<file path="src/rtl/mem_port_arbiter.sv">
// ---------------------------------------------------------------------------
// mem_port_arbiter
//
// Shares one single-ported memory between the fetch side (I) and the
// load/store side (D) of the pipeline. One access is in flight at a time:
// the arbiter picks a requester while idle, holds the memory request until
// the memory acknowledges, registers the returned data and pulses the
// requester's ready for one cycle. The pipeline stall is derived directly
// from the two request levels and the two ready pulses.
//
// Parameters
//   AW       address width
//   DW       data width (byte mask is DW/8 bits)
//   TIMEOUT  grant cycles without mem_ack before the access is aborted;
//            0 disables the watchdog
//
// Optional feature
//   MEM_ARB_RR_EN  when defined, simultaneous requests alternate between
//                  I and D (round robin). When undefined, D always wins
//                  because it belongs to the older instruction.
//
// Ports
//   clk, reset                 clock and synchronous active-high reset
//   i_req, i_addr              fetch request (level) and address
//   i_rdata, i_ready           registered fetch data, one-cycle done pulse
//   d_req, d_we, d_addr,
//   d_wdata, d_mask            load/store request, direction, address,
//                              store data, byte enables
//   d_rdata, d_ready           registered load data, one-cycle done pulse
//   err                        pulses with ready when the access timed out
//   stall                      pipeline stall, combinational
//   mem_req, mem_we, mem_addr,
//   mem_wdata, mem_mask        memory request side, held until mem_ack
//   mem_ack, mem_rdata         memory completion and read data
// ---------------------------------------------------------------------------
module mem_port_arbiter #(
  parameter int AW      = 32,
  parameter int DW      = 32,
  parameter int TIMEOUT = 255
) (
  input  logic            clk,
  input  logic            reset,
  input  logic            i_req,
  input  logic [AW-1:0]   i_addr,
  output logic [DW-1:0]   i_rdata,
  output logic            i_ready,
  input  logic            d_req,
  input  logic            d_we,
  input  logic [AW-1:0]   d_addr,
  input  logic [DW-1:0]   d_wdata,
  input  logic [DW/8-1:0] d_mask,
  output logic [DW-1:0]   d_rdata,
  output logic            d_ready,
  output logic            err,
  output logic            stall,
  output logic            mem_req,
  output logic            mem_we,
  output logic [AW-1:0]   mem_addr,
  output logic [DW-1:0]   mem_wdata,
  output logic [DW/8-1:0] mem_mask,
  input  logic            mem_ack,
  input  logic [DW-1:0]   mem_rdata
);

  // Counter wide enough to hold TIMEOUT-1; at least one bit so the
  // declaration stays legal when the watchdog is disabled.
  localparam int CW = (TIMEOUT < 2) ? 1 : $clog2(TIMEOUT + 1);
  localparam logic [CW-1:0] WAIT_LAST = (TIMEOUT > 0) ? CW'(TIMEOUT - 1) : '0;
  localparam bit WATCHDOG_ON = (TIMEOUT > 0);

  typedef enum logic [2:0] {
    IDLE,
    GNT_I,
    GNT_D,
    DONE_I,
    DONE_D
  } arbState_t;

  arbState_t       state;
  arbState_t       stateNext;
  logic [CW-1:0]   waitCnt;
  logic            timeoutHit;
  logic            pickD;
  logic            inGrant;

  assign inGrant = (state == GNT_I) || (state == GNT_D);

  // Arbitration choice, only consulted while idle.
`ifdef MEM_ARB_RR_EN
  // lastGnt: 0 = I was granted last, 1 = D was granted last.
  logic lastGnt;

  always_comb begin
    pickD = d_req & (~i_req | ~lastGnt);
  end

  // Pointer moves on every grant entry, so a lone requester also updates it.
  always_ff @(posedge clk) begin
    if (reset) begin
      lastGnt <= 1'b0;
    end else if (state == IDLE) begin
      if (stateNext == GNT_D) begin
        lastGnt <= 1'b1;
      end else if (stateNext == GNT_I) begin
        lastGnt <= 1'b0;
      end
    end
  end
`else
  always_comb begin
    pickD = d_req;
  end
`endif

  // Next-state logic. An ack on the last allowed grant cycle wins over the
  // watchdog, so timeoutHit is only raised when mem_ack is low.
  always_comb begin
    stateNext  = state;
    timeoutHit = 1'b0;
    case (state)
      IDLE: begin
        if (pickD) begin
          stateNext = GNT_D;
        end else if (i_req) begin
          stateNext = GNT_I;
        end
      end
      GNT_I: begin
        if (mem_ack) begin
          stateNext = DONE_I;
        end else if (WATCHDOG_ON && (waitCnt == WAIT_LAST)) begin
          stateNext  = DONE_I;
          timeoutHit = 1'b1;
        end
      end
      GNT_D: begin
        if (mem_ack) begin
          stateNext = DONE_D;
        end else if (WATCHDOG_ON && (waitCnt == WAIT_LAST)) begin
          stateNext  = DONE_D;
          timeoutHit = 1'b1;
        end
      end
      DONE_I:  stateNext = IDLE;
      DONE_D:  stateNext = IDLE;
      default: stateNext = IDLE;
    endcase
  end

  // Memory-side mux. Fields follow the granted requester live; requesters
  // hold their inputs, so these stay stable for the whole grant.
  always_comb begin
    mem_req   = 1'b0;
    mem_we    = 1'b0;
    mem_addr  = '0;
    mem_wdata = '0;
    mem_mask  = '0;
    case (state)
      GNT_I: begin
        mem_req  = 1'b1;
        mem_addr = i_addr;
        mem_mask = '1;
      end
      GNT_D: begin
        mem_req   = 1'b1;
        mem_we    = d_we;
        mem_addr  = d_addr;
        mem_wdata = d_wdata;
        mem_mask  = d_mask;
      end
      default: begin
      end
    endcase
  end

  // State register. Reset abandons any access without a ready pulse.
  always_ff @(posedge clk) begin
    if (reset) begin
      state <= IDLE;
    end else begin
      state <= stateNext;
    end
  end

  // Watchdog counter: zero outside the grant states, so it is already clear
  // on grant entry, and counts grant cycles that end without an ack.
  always_ff @(posedge clk) begin
    if (reset) begin
      waitCnt <= '0;
    end else if (inGrant) begin
      if (!mem_ack) begin
        waitCnt <= waitCnt + CW'(1);
      end
    end else begin
      waitCnt <= '0;
    end
  end

  // Read-data registers. A timed-out read returns zero; a store never
  // touches d_rdata, whether it completed or timed out.
  always_ff @(posedge clk) begin
    if (reset) begin
      i_rdata <= '0;
      d_rdata <= '0;
    end else begin
      if (state == GNT_I) begin
        if (mem_ack) begin
          i_rdata <= mem_rdata;
        end else if (timeoutHit) begin
          i_rdata <= '0;
        end
      end
      if ((state == GNT_D) && !d_we) begin
        if (mem_ack) begin
          d_rdata <= mem_rdata;
        end else if (timeoutHit) begin
          d_rdata <= '0;
        end
      end
    end
  end

  // err is remembered from the aborting grant cycle so it lines up with the
  // ready pulse in the following DONE cycle.
  always_ff @(posedge clk) begin
    if (reset) begin
      err <= 1'b0;
    end else begin
      err <= timeoutHit;
    end
  end

  assign i_ready = (state == DONE_I);
  assign d_ready = (state == DONE_D);
  assign stall   = (i_req & ~i_ready) | (d_req & ~d_ready);

endmodule
</file>
<file path="config.mk">
export PLATFORM = sky130hd
export DESIGN_NAME = mem_port_arbiter
export DESIGN_NICKNAME = d
export VERILOG_FILES = /design/src/rtl/mem_port_arbiter.sv
export SDC_FILE = /design/constraint.sdc
export NUM_CORES = 1
export LEC_CHECK = 0
export ABC_AREA = 1
export CAP_MARGIN = 25
export CORE_ASPECT_RATIO = 0.7
export CORE_UTILIZATION = 33
export CTS_CLUSTER_DIAMETER = 80
export CTS_CLUSTER_SIZE = 16
export DETAILED_ROUTE_END_ITERATION = 8
export HOLD_SLACK_MARGIN = 0.12
export PLACE_DENSITY = 0.77
export RECOVER_POWER = 100
export SYNTH_ARGS = -nofsm -noshare
export SYNTH_HDL_FRONTEND = slang
export SYNTH_SLANG_ARGS = --single-unit
</file>
<file path="constraint.sdc">
create_clock -name clk -period 1.6 [get_ports clk]
set_input_delay 0.4 -clock clk [delete_from_list [all_inputs] [get_ports clk]]
set_output_delay 0.4 -clock clk [all_outputs]
set_load 0.05 [all_outputs]
</file>
==> out/metrics.json <==
{
  "tritoncts.num_buffers": {"value": 9},
  "slew_headroom": {"value": 0.710},
  "clk_path_buf_depth": {"value": 2},
  "synth.mux.area_fraction": {"value": 0},
  "grt_max_degree": {"value": 67},
  "final_cell_count_no_fill": {"value": 1092},
  "finalHoldViolations": {"value": 0},
  "placement_rows": {"value": 34},
  "num-fill-cells": {"value": 827},
  "worstMarginPinSlew": {"value": 0.432, "unit": "ns"},
  "grt_use_total": {"value": 0.269},
  "yosysMostFrequentCell": {"value": "sky130_fd_sc_hd__nand2_1"},
  "numPlacedInstances": {"value": 1057},
  "clk_pin_slew_worst_paths": {"value": 0.06, "unit": "ns"},
  "cts_max_level": {"value": 3},
  "timing.critical_path.slowest_cell_delay": {"value": 0.33, "unit": "ns"},
  "crit_slowest_cell": {"value": "sky130_fd_sc_hd__dfxtp_2"},
  "gp_congestion": {"value": 0.896},
  "maxSlewViolCount": {"value": 0},
  "avgRoutedWirePerCell": {"value": 17.1, "unit": "µm"},
  "end_kind": {"value": "output pin"},
  "tmin_final": {"value": 1.98, "unit": "ns"},
  "place_area": {"value": 9360, "unit": "µm²"},
  "worst_slack": {"value": -0.377, "unit": "ns"},
  "synth.largest_area_cell": {"value": "sky130_fd_sc_hd__dfxtp_1"},
  "synthAdderAreaFrac": {"value": 0.00593},
  "worstPathMaxFanout": {"value": 11},
  "cap_viol_max_count": {"value": 0},
  "synth_sequential_area_ratio": {"value": 0.361},
  "synth_simple_gate_area_frac": {"value": 0.296},
  "die_area": {"value": 13300, "unit": "µm²"},
  "clkSinkCount": {"value": 76},
  "critical_path.n_buffers_inverters": {"value": 4},
  "power.density_cell_area": {"value": 1670, "unit": "nW/µm²"},
  "antenna_found_initial": {"value": 0},
  "post-dp-hpwl": {"value": 12800, "unit": "µm"},
  "ys_ff_latch": {"value": 76},
  "floorplan.core_area": {"value": 12500, "unit": "µm²"},
  "grt_overflow": {"value": 0},
  "path_delay_family": {"value": "buffers and inverters"},
  "synth.cells.most_frequent": {"value": "156 x sky130_fd_sc_hd__nand2_1, 108 x sky130_fd_sc_hd__inv_1, 76 x sky130_fd_sc_hd__dfxtp_1, 57 x sky130_fd_sc_hd__nor2_1, 52 x sky130_fd_sc_hd__a21oi_2"},
  "timing.final.crit_share": {"value": 1.24},
  "post-layout-total-power": {"value": 15.4, "unit": "mW"},
  "cellLeakagePower": {"value": 3.95, "unit": "nW"},
  "area_growth_syn_to_layout": {"value": 118, "unit": "%"},
  "timing.setup.critical_path_class": {"value": "reg2out"},
  "root_buffer": {"value": "sky130_fd_sc_hd__clkbuf_16"},
  "quantity_of_i_o_buffers_inserted_on_ports": {"value": 275},
  "report.final.setup_viol": {"value": 133},
  "final_layout_size_suffix_gt1_frac": {"value": 0.455},
  "syn_inst": {"value": 617},
  "route.vias.total": {"value": 5108},
  "yosys.area.top_type_share": {"value": 0.361},
  "die_y": {"value": 96.6, "unit": "µm"},
  "drt_drc_violations_left": {"value": 0},
  "synth-warning-count": {"value": 0},
  "dominant_combinational_cell_family_by_area_after_synthesis": {"value": "simple AND/OR/NAND/NOR gates"},
  "synth_edf_count": {"value": 0},
  "first_global_vias": {"value": 5087},
  "violations": {"value": "negative setup slack"},
  "starting_drc_count_in_detailed_routing": {"value": 300},
  "initial_core_util": {"value": 0.339},
  "clock-skew-final": {"value": 0.00739, "unit": "ns"},
  "maximum_frequency_from_static_timing_analysis": {"value": 506, "unit": "MHz"},
  "hold_path.class": {"value": "in2reg"},
  "syn-num-nets": {"value": 757},
  "synth_async_sr_flop_share": {"value": 0},
  "clock_latency": {"value": 0.34, "unit": "ns"},
  "critical_path.most_common_cell": {"value": "sky130_fd_sc_hd__buf_12"},
  "critical_path_arrival": {"value": 1.58, "unit": "ns"},
  "final_nets": {"value": 1066},
  "drt_wl_total": {"value": 18700, "unit": "µm"},
  "ir_worst_vdd": {"value": 0.00134, "unit": "V"},
  "dominantRegCellSynth": {"value": "sky130_fd_sc_hd__dfxtp_1"},
  "fin_setup_tns": {"value": -24.51, "unit": "ns"},
  "drt_first_pass_iters": {"value": 4},
  "finalInstanceArea": {"value": 9220, "unit": "µm²"},
  "synth-xor-area-share": {"value": 0.00415},
  "route.antenna.remaining_nets": {"value": 0},
  "num_antenna_cells": {"value": 0},
  "synthTopCellsByArea": {"value": "sky130_fd_sc_hd__dfxtp_1 36%, sky130_fd_sc_hd__nand2_1 14%, sky130_fd_sc_hd__a21oi_2 11%"},
  "floorplan.die.width": {"value": 137, "unit": "µm"},
  "tritoncts": {"value": "built"},
  "worstPathRequired": {"value": 1.20, "unit": "ns"},
  "post_synth.cell_area_avg": {"value": 6.84, "unit": "µm²"},
  "synth_compound_area_frac": {"value": 0.181},
  "io-pin-count": {"value": 276},
  "rsz0062_at_grt": {"value": "yes"},
  "grt_first_pass_wirelength": {"value": 27300, "unit": "µm"},
  "crit_chain": {"value": "buf_4 -> nand2_2 -> clkinv_4 -> buf_12 -> nand2_1 -> o21ai_4 -> buf_12"},
  "synth_area": {"value": 4220, "unit": "µm²"},
  "outcome": {"value": "finished with violations"},
  "via_density_per_instance": {"value": 4.68},
  "synth_cell_type_count": {"value": 28},
  "start_kind": {"value": "flip-flop"}
}
[where the power goes]
group          total (mW)  internal, mW  switching (mW)
clock network        2.35          1.56           0.789
registers            2.25          2.10           0.146
logic                10.8          4.70            6.10
total                15.4          8.36            7.04
[cell type report]
class	instances	area, µm²	share of cell area
clock buffer	11	243	0.0263
clock inverter	4	97.6	0.0106
inverter	111	429	0.0466
multi-input combinational	396	2770	0.301
sequential	76	1530	0.166
tap	162	203	0.0220
timing repair buffer	332	3950	0.428
[worst min-delay path: stages]
cell	delay [ns]
sky130_fd_sc_hd__buf_4	0.10
sky130_fd_sc_hd__inv_1	0.07
sky130_fd_sc_hd__nand2_1	0.07
sky130_fd_sc_hd__a21oi_1	0.04
[repair_timing]
item | in CTS | in global routing
setup endpoints to repair | 119 | 141
gates cloned | 4 | 5
setup buffers | 9 | 4
endpoints found under the hold margin | 0 | 0
pin swaps | 5 | 6
resized for setup | 41 | 15
hold buffers | 0 | 0
[placed cells by master (no fill, tap or decap), drive strengths merged]
cell type      Yosys  layout
nand2            210     210
o22ai              1       1
clkinvlp           0       1
ha                 2       2
xor2               2       2
a21oi             73      73
nor4               1       1
clkbuf            16      82
nand4              1       1
inv              111     110
bufinv             0       3
o21bai             1       1
dfxtp             76      76
nor2              58      58
o21ai             34      34
and3               1       1
clkdlybuf4s50      0     136
o21a               1       1
clkinv             0       1
nor3               5       5
buf               18     125
nand3              6       6
[sequential cells by signal, indices dropped and copies added (netlist names)]
register and flops:
waitCnt 8, err 1, i_rdata 32, state 3, d_rdata 32
[stage by stage]
stage / worst slack, ns / hold slack [ns] / util
final: -0.377 / 0.382 / 0.740
after detailed placement: -0.207 / 0.476 / 0.751
after global placement: -0.151 / 0.470 / 0.751
after global routing: -0.465 / 0.400 / 0.740
after CTS: -0.321 / 0.352 / 0.802
after floorplan: -0.0359 / 0.444 / -
[cells by family (layout without fill, tap and decap cells)]
kind of cell	Yosys count	count (layout)
fa+ha+maj	2	2
buf+inv	145	458
xor+xnor	2	2
compound gates	110	110
simple gates	282	282
flops	76	76
[layer usage]
metal / global-route usage / routed length, µm / vias up
met1: 0.331 / 7600 / 2400
met3: 0.0776 / 1470 / 23
met5: 0 / 0 / -
li1: - / - / 2476
met4: 0.0617 / 278 / 0
met2: 0.460 / 9360 / 209
[worst paths after layout]
path / depth (start not counted) / from / endpoint / slack [ns]
setup / recovery: 7 / state[0] / mem_addr[30] / -0.38
hold reg to reg: 2 / i_rdata[17] / i_rdata[17] / 0.46
hold / removal: 4 / reset / state[0] / 0.38
setup reg to reg: 10 / state[0] / i_rdata[15] / -0.08
Power figures use the tool's default switching activity.
